File: src/rtl/cv32e40s_integrity_alert_handler_if.sv
// Interface between the hardening checkers/controller and the integrity alert handler.
// Handshake: the handler holds nmi_req_o high from the cycle after a major event until
// the controller answers with a one-cycle nmi_ack_i pulse; an ack while no request is
// pending has no effect, and an ack coinciding with a fresh major event keeps the request up.
interface cv32e40s_integrity_alert_handler_if;
    logic       pc_err_i;
    logic       csr_err_i;
    logic       rf_ecc_err_i;
    logic       itf_int_err_i;
    logic       lfsr_lockup_i;
    logic       bus_fault_i;
    logic       nmi_ack_i;
    logic [5:0] cause_clr_i;
    logic       alert_major_o;
    logic       alert_minor_o;
    logic       nmi_req_o;
    logic       lockup_o;
    logic [5:0] err_cause_o;
    logic [1:0] dbg_state_o;

    // Checker/controller side
    modport master (
        output pc_err_i, csr_err_i, rf_ecc_err_i, itf_int_err_i,
        output lfsr_lockup_i, bus_fault_i, nmi_ack_i, cause_clr_i,
        input  alert_major_o, alert_minor_o, nmi_req_o, lockup_o, err_cause_o, dbg_state_o
    );

    // Alert handler side
    modport slave (
        input  pc_err_i, csr_err_i, rf_ecc_err_i, itf_int_err_i,
        input  lfsr_lockup_i, bus_fault_i, nmi_ack_i, cause_clr_i,
        output alert_major_o, alert_minor_o, nmi_req_o, lockup_o, err_cause_o, dbg_state_o
    );
endinterface

File: src/rtl/cv32e40s_integrity_alert_handler.sv
// Integrity alert handler: classifies checker errors into major/minor alerts, escalates
// bursts of minor events within an observation window, requests an NMI and locks the
// core after repeated major alerts. Every output is decoded from flops.
module cv32e40s_integrity_alert_handler #(
    parameter int unsigned MINOR_THRESHOLD = 4,
    parameter int unsigned WINDOW_CYCLES   = 1024,
    parameter int unsigned MAJOR_LOCK      = 3
) (
    input logic                                clk,
    input logic                                rst_n,
    cv32e40s_integrity_alert_handler_if.slave  bus
);

    localparam int unsigned WW  = (WINDOW_CYCLES > 1) ? $clog2(WINDOW_CYCLES) : 1;
    localparam int unsigned MNW = $clog2(MINOR_THRESHOLD + 1);
    localparam int unsigned MJW = $clog2(MAJOR_LOCK + 1);

    localparam logic [WW-1:0]  WIN_LAST  = WW'(WINDOW_CYCLES - 1);
    localparam logic [MNW-1:0] MIN_LAST  = MNW'(MINOR_THRESHOLD - 1);
    localparam logic [MJW-1:0] MAJ_LIMIT = MJW'(MAJOR_LOCK);

    typedef enum logic [1:0] {
        IDLE = 2'd0,
        PEND = 2'd1,
        LOCK = 2'd2
    } state_e;

    state_e         state_q, state_d;
    logic [WW-1:0]  win_cnt_q, win_cnt_d;
    logic [MNW-1:0] minor_cnt_q, minor_cnt_d;
    logic [MJW-1:0] major_cnt_q, major_cnt_d;
    logic [5:0]     cause_q, cause_d;
    logic           alert_major_q, alert_major_d;
    logic           alert_minor_q, alert_minor_d;

    logic           major_in;
    logic           minor_in;
    logic           win_wrap;
    logic           escalate;
    logic           major_evt;
    logic [MNW-1:0] minor_base;

    // Event classification, minor-burst escalation, major counting and sticky causes
    always_comb begin
        major_in    = bus.pc_err_i | bus.csr_err_i | bus.rf_ecc_err_i | bus.itf_int_err_i;
        minor_in    = bus.lfsr_lockup_i | bus.bus_fault_i;
        win_wrap    = (win_cnt_q == WIN_LAST);
        win_cnt_d   = win_wrap ? '0 : win_cnt_q + 1'b1;
        // On the wrap cycle the old window's count is discarded, so a minor event
        // there is the first one of the new window.
        minor_base  = win_wrap ? '0 : minor_cnt_q;
        escalate    = 1'b0;
        minor_cnt_d = minor_base;
        if (minor_in) begin
            if (minor_base == MIN_LAST) begin
                escalate    = 1'b1;
                minor_cnt_d = '0;
            end else begin
                minor_cnt_d = minor_base + 1'b1;
            end
        end
        major_evt     = major_in | escalate;
        alert_major_d = major_evt;
        alert_minor_d = minor_in;
        // alert_major_q holds last cycle's major_evt, so this detects its rising edge.
        major_cnt_d = major_cnt_q;
        if (major_evt && !alert_major_q && (major_cnt_q != MAJ_LIMIT)) begin
            major_cnt_d = major_cnt_q + 1'b1;
        end
        // Set beats clear when both hit the same bit in one cycle.
        cause_d = (cause_q & ~bus.cause_clr_i) |
                  {escalate, minor_in, bus.itf_int_err_i, bus.rf_ecc_err_i,
                   bus.csr_err_i, bus.pc_err_i};
    end

    // NMI request / lockup state transitions
    always_comb begin
        state_d = state_q;
        case (state_q)
            IDLE: if (major_evt) state_d = PEND;
            PEND: if (bus.nmi_ack_i && !major_evt) state_d = IDLE;
            LOCK: state_d = LOCK;
            default: state_d = IDLE;
        endcase
        if (major_cnt_q == MAJ_LIMIT) begin
            state_d = LOCK;
        end
    end

    // State, counter, alert and cause registers
    always_ff @(posedge clk or negedge rst_n) begin
        if (!rst_n) begin
            state_q       <= IDLE;
            win_cnt_q     <= '0;
            minor_cnt_q   <= '0;
            major_cnt_q   <= '0;
            cause_q       <= '0;
            alert_major_q <= 1'b0;
            alert_minor_q <= 1'b0;
        end else begin
            state_q       <= state_d;
            win_cnt_q     <= win_cnt_d;
            minor_cnt_q   <= minor_cnt_d;
            major_cnt_q   <= major_cnt_d;
            cause_q       <= cause_d;
            alert_major_q <= alert_major_d;
            alert_minor_q <= alert_minor_d;
        end
    end

    assign bus.alert_major_o = alert_major_q;
    assign bus.alert_minor_o = alert_minor_q;
    assign bus.nmi_req_o     = (state_q == PEND);
    assign bus.lockup_o      = (state_q == LOCK);
    assign bus.err_cause_o   = cause_q;
    assign bus.dbg_state_o   = state_q;

endmodule

File: src/flat_wrapper.sv
// flat-port wrapper written by rule: the top's interface ports become plain ports
module cv32e40s_integrity_alert_handler_flat 
#(
    parameter int unsigned MINOR_THRESHOLD = 4,
    parameter int unsigned WINDOW_CYCLES   = 1024,
    parameter int unsigned MAJOR_LOCK      = 3
)
  (clk, rst_n, bus_pc_err_i, bus_csr_err_i, bus_rf_ecc_err_i, bus_itf_int_err_i, bus_lfsr_lockup_i, bus_bus_fault_i, bus_nmi_ack_i, bus_cause_clr_i, bus_alert_major_o, bus_alert_minor_o, bus_nmi_req_o, bus_lockup_o, bus_err_cause_o, bus_dbg_state_o);
  cv32e40s_integrity_alert_handler_if bus_i ();
  input logic clk;
  input logic rst_n;
  input wire logic [$bits(bus_i.pc_err_i)-1:0] bus_pc_err_i;
  input wire logic [$bits(bus_i.csr_err_i)-1:0] bus_csr_err_i;
  input wire logic [$bits(bus_i.rf_ecc_err_i)-1:0] bus_rf_ecc_err_i;
  input wire logic [$bits(bus_i.itf_int_err_i)-1:0] bus_itf_int_err_i;
  input wire logic [$bits(bus_i.lfsr_lockup_i)-1:0] bus_lfsr_lockup_i;
  input wire logic [$bits(bus_i.bus_fault_i)-1:0] bus_bus_fault_i;
  input wire logic [$bits(bus_i.nmi_ack_i)-1:0] bus_nmi_ack_i;
  input wire logic [$bits(bus_i.cause_clr_i)-1:0] bus_cause_clr_i;
  output wire logic [$bits(bus_i.alert_major_o)-1:0] bus_alert_major_o;
  output wire logic [$bits(bus_i.alert_minor_o)-1:0] bus_alert_minor_o;
  output wire logic [$bits(bus_i.nmi_req_o)-1:0] bus_nmi_req_o;
  output wire logic [$bits(bus_i.lockup_o)-1:0] bus_lockup_o;
  output wire logic [$bits(bus_i.err_cause_o)-1:0] bus_err_cause_o;
  output wire logic [$bits(bus_i.dbg_state_o)-1:0] bus_dbg_state_o;
  assign bus_i.pc_err_i = bus_pc_err_i;
  assign bus_i.csr_err_i = bus_csr_err_i;
  assign bus_i.rf_ecc_err_i = bus_rf_ecc_err_i;
  assign bus_i.itf_int_err_i = bus_itf_int_err_i;
  assign bus_i.lfsr_lockup_i = bus_lfsr_lockup_i;
  assign bus_i.bus_fault_i = bus_bus_fault_i;
  assign bus_i.nmi_ack_i = bus_nmi_ack_i;
  assign bus_i.cause_clr_i = bus_cause_clr_i;
  assign bus_alert_major_o = bus_i.alert_major_o;
  assign bus_alert_minor_o = bus_i.alert_minor_o;
  assign bus_nmi_req_o = bus_i.nmi_req_o;
  assign bus_lockup_o = bus_i.lockup_o;
  assign bus_err_cause_o = bus_i.err_cause_o;
  assign bus_dbg_state_o = bus_i.dbg_state_o;
  cv32e40s_integrity_alert_handler #(.MINOR_THRESHOLD(MINOR_THRESHOLD), .WINDOW_CYCLES(WINDOW_CYCLES), .MAJOR_LOCK(MAJOR_LOCK)) u_core (.clk(clk), .rst_n(rst_n), .bus(bus_i));
endmodule
File: config.mk
export PLATFORM = sky130hd
export DESIGN_NAME = cv32e40s_integrity_alert_handler_flat
export DESIGN_NICKNAME = d
export VERILOG_FILES = /design/src/rtl/cv32e40s_integrity_alert_handler_if.sv /design/src/rtl/cv32e40s_integrity_alert_handler.sv /design/src/flat_wrapper.sv
export SDC_FILE = /design/constraint.sdc
export NUM_CORES = 1
export LEC_CHECK = 0
export BUFFER_PORTS_ARGS = -buffer_cell sky130_fd_sc_hd__buf_2
export CORE_ASPECT_RATIO = 0.8
export CORE_UTILIZATION = 40
export DETAILED_ROUTE_END_ITERATION = 12
export GPL_TIMING_DRIVEN = 0
export PLACE_DENSITY = 0.77
export SLEW_MARGIN = 10
export SYNTH_ARGS = -nofsm -noshare
export SYNTH_HDL_FRONTEND = slang
export SYNTH_SLANG_ARGS = --single-unit
File: constraint.sdc
create_clock -name clk -period 2.41 [get_ports clk]
set_clock_uncertainty 0.15 [all_clocks]
set_input_delay 0.1205 -clock clk [delete_from_list [all_inputs] [get_ports clk]]
set_output_delay 0.1205 -clock clk [all_outputs]
set_load 0.1 [all_outputs]
After elaboration in Yosys (flattened, before gate mapping)
Cells that the tools add are included.
- memories kept: 0
- output and inout bits: 12
- latch bits: 0
- flip-flop bits (word level): 25
- memory bits (writable): 0
- word-level logic and storage cells: 43
- input bits: 15
- memory bits (read-only): 0
- $lt $le $gt $ge: 0
- $mul: 0
- div/mod/pow operators: 0
- reduce and logical (&&, ||, !) cells: 7
- equality and inequality tests: 8
- add/subtract/negate cells: 3
- multiplexer cells: 10
- bitwise gates (word level): 8
- shift operators: 0
- operators by type and width (operator ; count):
    adder 10 x 1 -> 10 bit (second input constant) ; 1
    == test 10 bit (second input constant) ; 1
    two-way mux 10 bit ; 1
    two-way mux 3 bit ; 3
    bitwise AND 6 bit ; 1
    two-way mux 2 bit ; 3
    != test 3 x 1 -> 1 bit (second input constant) ; 2
    inverter 6 bit ; 1
    OR 6 bit ; 1
    one-hot mux 2 bit (3 select lines) ; 1
    OR 1 bit ; 5
    == test 2 bit (second input constant) ; 2
    adder 3 x 1 -> 3 bit (second input constant) ; 1
    == test 3 x 2 -> 1 bit (second input constant) ; 1
    logical AND 1 bit ; 3
    adder 2 x 1 -> 2 bit (second input constant) ; 1
    == test 2 x 1 -> 1 bit (second input constant) ; 1
    logical NOT 1 bit ; 2
    logical NOT 2 bit ; 1
    two-way mux 1 bit ; 2
    != test 2 bit (second input constant) ; 1
    AND reduction 2 bit ; 1

Depth between registers and ports, before layout
- word-level depth: 11
- gate-level depth with buffers: 9
- gate-level depth less buffers: 9

Least setup slack after synthesis
No wires, ideal clock.
- kind: register to register
- from: reg u_core.state_q[1], in the netlist u_core.bus.dbg_state_o[1]
- to: reg u_core.state_q[1], in the netlist u_core.bus.dbg_state_o[1]
- clock period less this slack: 2.908 ns
- slack: -0.498 ns
- path buffers: 0
- required time: 2.188 ns
- stages on the path, launching flop included: 3
- setup time: 0.072 ns
- arrival time: 2.686 ns
- cells stage by stage: dfrtp_1 -> nor2b_1 -> or2_2
- cells in the longest elaborated chain, start to end: 3
- elaborated cells between the ends (all ways): 8
- those cells by class: eq/ne (4); mux (2); reduce/logical (2)
- RTL lines (what ; line ; text):
    start: declaration ; cv32e40s_integrity_alert_handler.sv:28 ; state_e state_q, state_d;
    start signal: assignment ; cv32e40s_integrity_alert_handler.sv:101 ; state_q <= state_d;
    == test 2 bit ; -- ;
    via bus_lockup_o ; flat_wrapper.sv:23 ; output wire logic [$bits(bus_i.lockup_o)-1:0] bus_lockup_o;
    one-hot mux 2 bit (3 select lines) ; cv32e40s_integrity_alert_handler.sv:79 ; case (state_q)
    two-way mux 2 bit ; cv32e40s_integrity_alert_handler.sv:85 ; if (major_cnt_q == MAJ_LIMIT) begin
The timed path passes the listed nets, and every way through them passes these cells.
A chain may end at the register's enable or synchronous reset.

Final worst setup path
- from: reg u_core.win_cnt_q[0]
- to: reg u_core.major_cnt_q[1]
- cells in the longest elaborated chain, start to end: 8
- RTL lines (what ; line ; text):
    start: declaration ; cv32e40s_integrity_alert_handler.sv:29 ; logic [WW-1:0] win_cnt_q, win_cnt_d;
    start signal: assignment ; cv32e40s_integrity_alert_handler.sv:102 ; win_cnt_q <= win_cnt_d;
    == test 10 bit ; cv32e40s_integrity_alert_handler.sv:47 ; win_wrap = (win_cnt_q == WIN_LAST);
    two-way mux 3 bit ; cv32e40s_integrity_alert_handler.sv:51 ; minor_base = win_wrap ? '0 : minor_cnt_q;
    == test 3 x 2 -> 1 bit ; cv32e40s_integrity_alert_handler.sv:55 ; if (minor_base == MIN_LAST) begin
    two-way mux 1 bit ; cv32e40s_integrity_alert_handler.sv:55 ;
    two-way mux 1 bit ; cv32e40s_integrity_alert_handler.sv:54 ; if (minor_in) begin
    OR 1 bit ; cv32e40s_integrity_alert_handler.sv:62 ; major_evt = major_in | escalate;
    logical AND 1 bit (2 in series) ; cv32e40s_integrity_alert_handler.sv:67 ; if (major_evt && !alert_major_q && (major_cnt_q != MAJ_LIMIT)) begin
    end signal: assignment ; cv32e40s_integrity_alert_handler.sv:104 ; major_cnt_q <= major_cnt_d;
    end: declaration ; cv32e40s_integrity_alert_handler.sv:31 ; logic [MJW-1:0] major_cnt_q, major_cnt_d;
No other way between the ends.

==> flow_summary.ini <==
[critical_path]
criticalPathCategory = flop to flop
start_kind = flop
required_ns = 2.47
rrSetupSlack_ns = 0.12
r2r_start = u_core.win_cnt_q[0]
max_stage_delay_ns = 0.41
arrival_ns = 2.36
crit_chain = ha_2 > and4_4 > nand4_4 > and2_4 > ha_1 > o21ai_2 > nand2b_1 > o2bb2ai_2 > mux2_2
critPathMaxFanout = 6
rr_worst_depth = 9
r2r_end = u_core.major_cnt_q[1]
crit_slowest_cell = dfrtp_1
crit_path_end_kind = flop

[die]
start_util_pct = 43.3
fp.dieW_um = 60.4
die_area_sq_mm = 0.00295
core_sq_mm = 0.00252
die_y_um = 48.7
fp-row-count = 16
top_level_ports = 27

[cells_and_area]
drive_above_1_share_pct = 35.0
diodes = 0
fin_nets = 156
fill_cells = 215
area_delta_synth_final_pct = 34.8
final_cell_area_sq_mm = 0.00147

[power]
leakage_uw = 0.000697
max-vdd-ir-drop_uv = 581
power_uw = 1310
power_density_mw_per_mm2 = 890

[placed_design]
place.gp.congestion = 0.825
io_buffers = 26
dp_hpwl_mm = 1.39
placed_cell_area_sq_mm = 0.00127

[yosys]
yosys-top-cells-area = dfrtp_1 57%, xor2_1 4.0%, ha_1 3.4%, xnor2_1 3.2%, a21o_1 2.7%
yosysWarnings = 0
synth_edf_count = 0
async_flop_share_pct = 100
synthTopCellsByCount = 25 x dfrtp_1, 7 x inv_1, 7 x nor2_1
synth_top_area_share_pct = 57.3
synth_cell_types = 27
yosysSeqAreaShare_pct = 57.3
synth_nets = 108
ys_ff_latch = 25
avgSynthCellArea_sq_um = 12.1
syn_inst = 90
synth.largest_area_cell = dfrtp_1
synth_area_sq_mm = 0.00109
synth-main-ff-cell = dfrtp_1
synth_most_common_cell = dfrtp_1

[detailed_routing]
finalWirelength_mm = 2.25
dr.pass1.iters = 3
wire_per_inst_um = 13.0
via_per_inst = 4.58
drc = 0
drt_iter0_drc = 14
dr_total_vias = 792
antenna_left = 0

[sta]
fmax_ghz = 0.436
setup_tns_ns = 0
post-route-min-period_ns = 2.29
setup_viol = 0
period_share_pct = 95.1
holdWs_ns = 0.0614
hold_viol = 0
slew_headroom_pct = 63.8
rsz0062_at_grt = no
drv_slew = 0
tightest_slew_ns = 0.543

[cts]
cts-root-buf = clkbuf_4
clockBufferDepth = 2
cts_tree = built
clock_sinks = 25
h-tree-depth = 1
clk_pin_slew_worst_paths_ns = 0.13
clock_latency_ns = 0.31
cts_inserted_buffers = 3

[global_routing]
use_met1_pct = 24.5
grtUsageMet2_pct = 28.6
antenna_found_initial = 0
grt_usage_pct = 18.1
gr-usage-met3_pct = 6.15
grt_max_degree = 26
grt_pass1_wl_mm = 3.93
grt-busiest-layer = met2
grt_pass1_vias = 876
grt.overflow.total = 0

[worst_hold_path]
worstHoldStart = bus_bus_fault_i
hold_depth = 3
min_delay_worst_endpoint = u_core.minor_cnt_q[2]
min_path_type = input pin to flop

[run_status]
status = complete, no violations

[flow_run]
drv_cap = 0
routing by layer:
layer	vias to the layer above	share of wire (%)
li1	401	-
met1	384	44
met2	7	53
met3	0	2.4
met4	0	0
met5	-	0
area by class of cell:
cell class | instances | area [sq um] | area share [%]
flip-flops and latches | 25 | 626 | 42.5
inverters | 7 | 26.3 | 1.78
repair buffers | 43 | 295 | 20.1
multi-input cells | 58 | 454 | 30.8
clock buffers | 4 | 26.3 | 1.78
well taps | 36 | 45.0 | 3.06
per-stage QoR:
stage                     cells  utilization (%)  worst slack [ns]
after global placement      152             50.4          -0.00362
after CTS                   172             57.7            0.0315
after detailed placement    152             50.4           -0.0445
final                       173             58.4             0.119
after floorplan              90                -           0.00750
after global routing        173             58.4            0.0358
power by group:
part | internal [uW] | switching [uW]
sequential | 483 | 41.1
clock | 64.6 | 118
combinational | 165 | 438
critical path, delay by kind of cell (launching register included):
kind,cells,cell delay (ns)
mux,1,0.34
flops,1,0.41
simple gates,4,0.68
fa+ha+maj,2,0.36
compound gates,2,0.25
state kept, by name, summed over array words and instances, names as in the netlist:
name,cells
u_core.bus.dbg_state_o,2
u_core.major_cnt_q,2
u_core.bus.alert_major_o,1
u_core.bus.alert_minor_o,1
u_core.minor_cnt_q,3
u_core.bus.err_cause_o,6
u_core.win_cnt_q,10
what timing repair did:
action,4_1_cts,5_1_grt
setup buffers,1,1
setup endpoints to repair,1,1
hold endpoints to repair,35,0
hold buffers,15,0
gates resized for setup,2,4
cell usage in the layout, fill, tap and decap left out, drive strengths merged, types with 4 or more instances in the layout:
cell type,count
dlygate4sd3,15
nand2,6
xor2,5
a21o,5
nor2,7
o21ai,5
xnor2,4
buf,28
inv,7
dfrtp,25
clkbuf,4
worst max path at each step:
stage                              startpoint                        end  slack [ns]  cells after the start
finish                    u_core.win_cnt_q[0]      u_core.major_cnt_q[1]        0.12                      9
global route              u_core.win_cnt_q[1]      u_core.major_cnt_q[1]        0.04                      9
CTS                       u_core.win_cnt_q[1]      u_core.major_cnt_q[1]        0.03                      9
detailed placement        u_core.win_cnt_q[0]      u_core.major_cnt_q[1]       -0.04                      9
global placement          u_core.win_cnt_q[0]      u_core.major_cnt_q[1]      -0.004                      9
floorplan           u_core.bus.dbg_state_o[1]  u_core.bus.dbg_state_o[1]       0.007                      2
cell families after synthesis:
group | share of synthesized area [%]
XOR/XNOR | 7.22
adder cells (fa/ha/maj) | 3.44
buffers and inverters | 2.41
flip-flops | 57.3
AND/OR/NAND/NOR | 17.9
multiplexers | 2.06
AO/OA/AOI/OAI | 9.74
No activity file was read; power rests on OpenSTA's default activity.
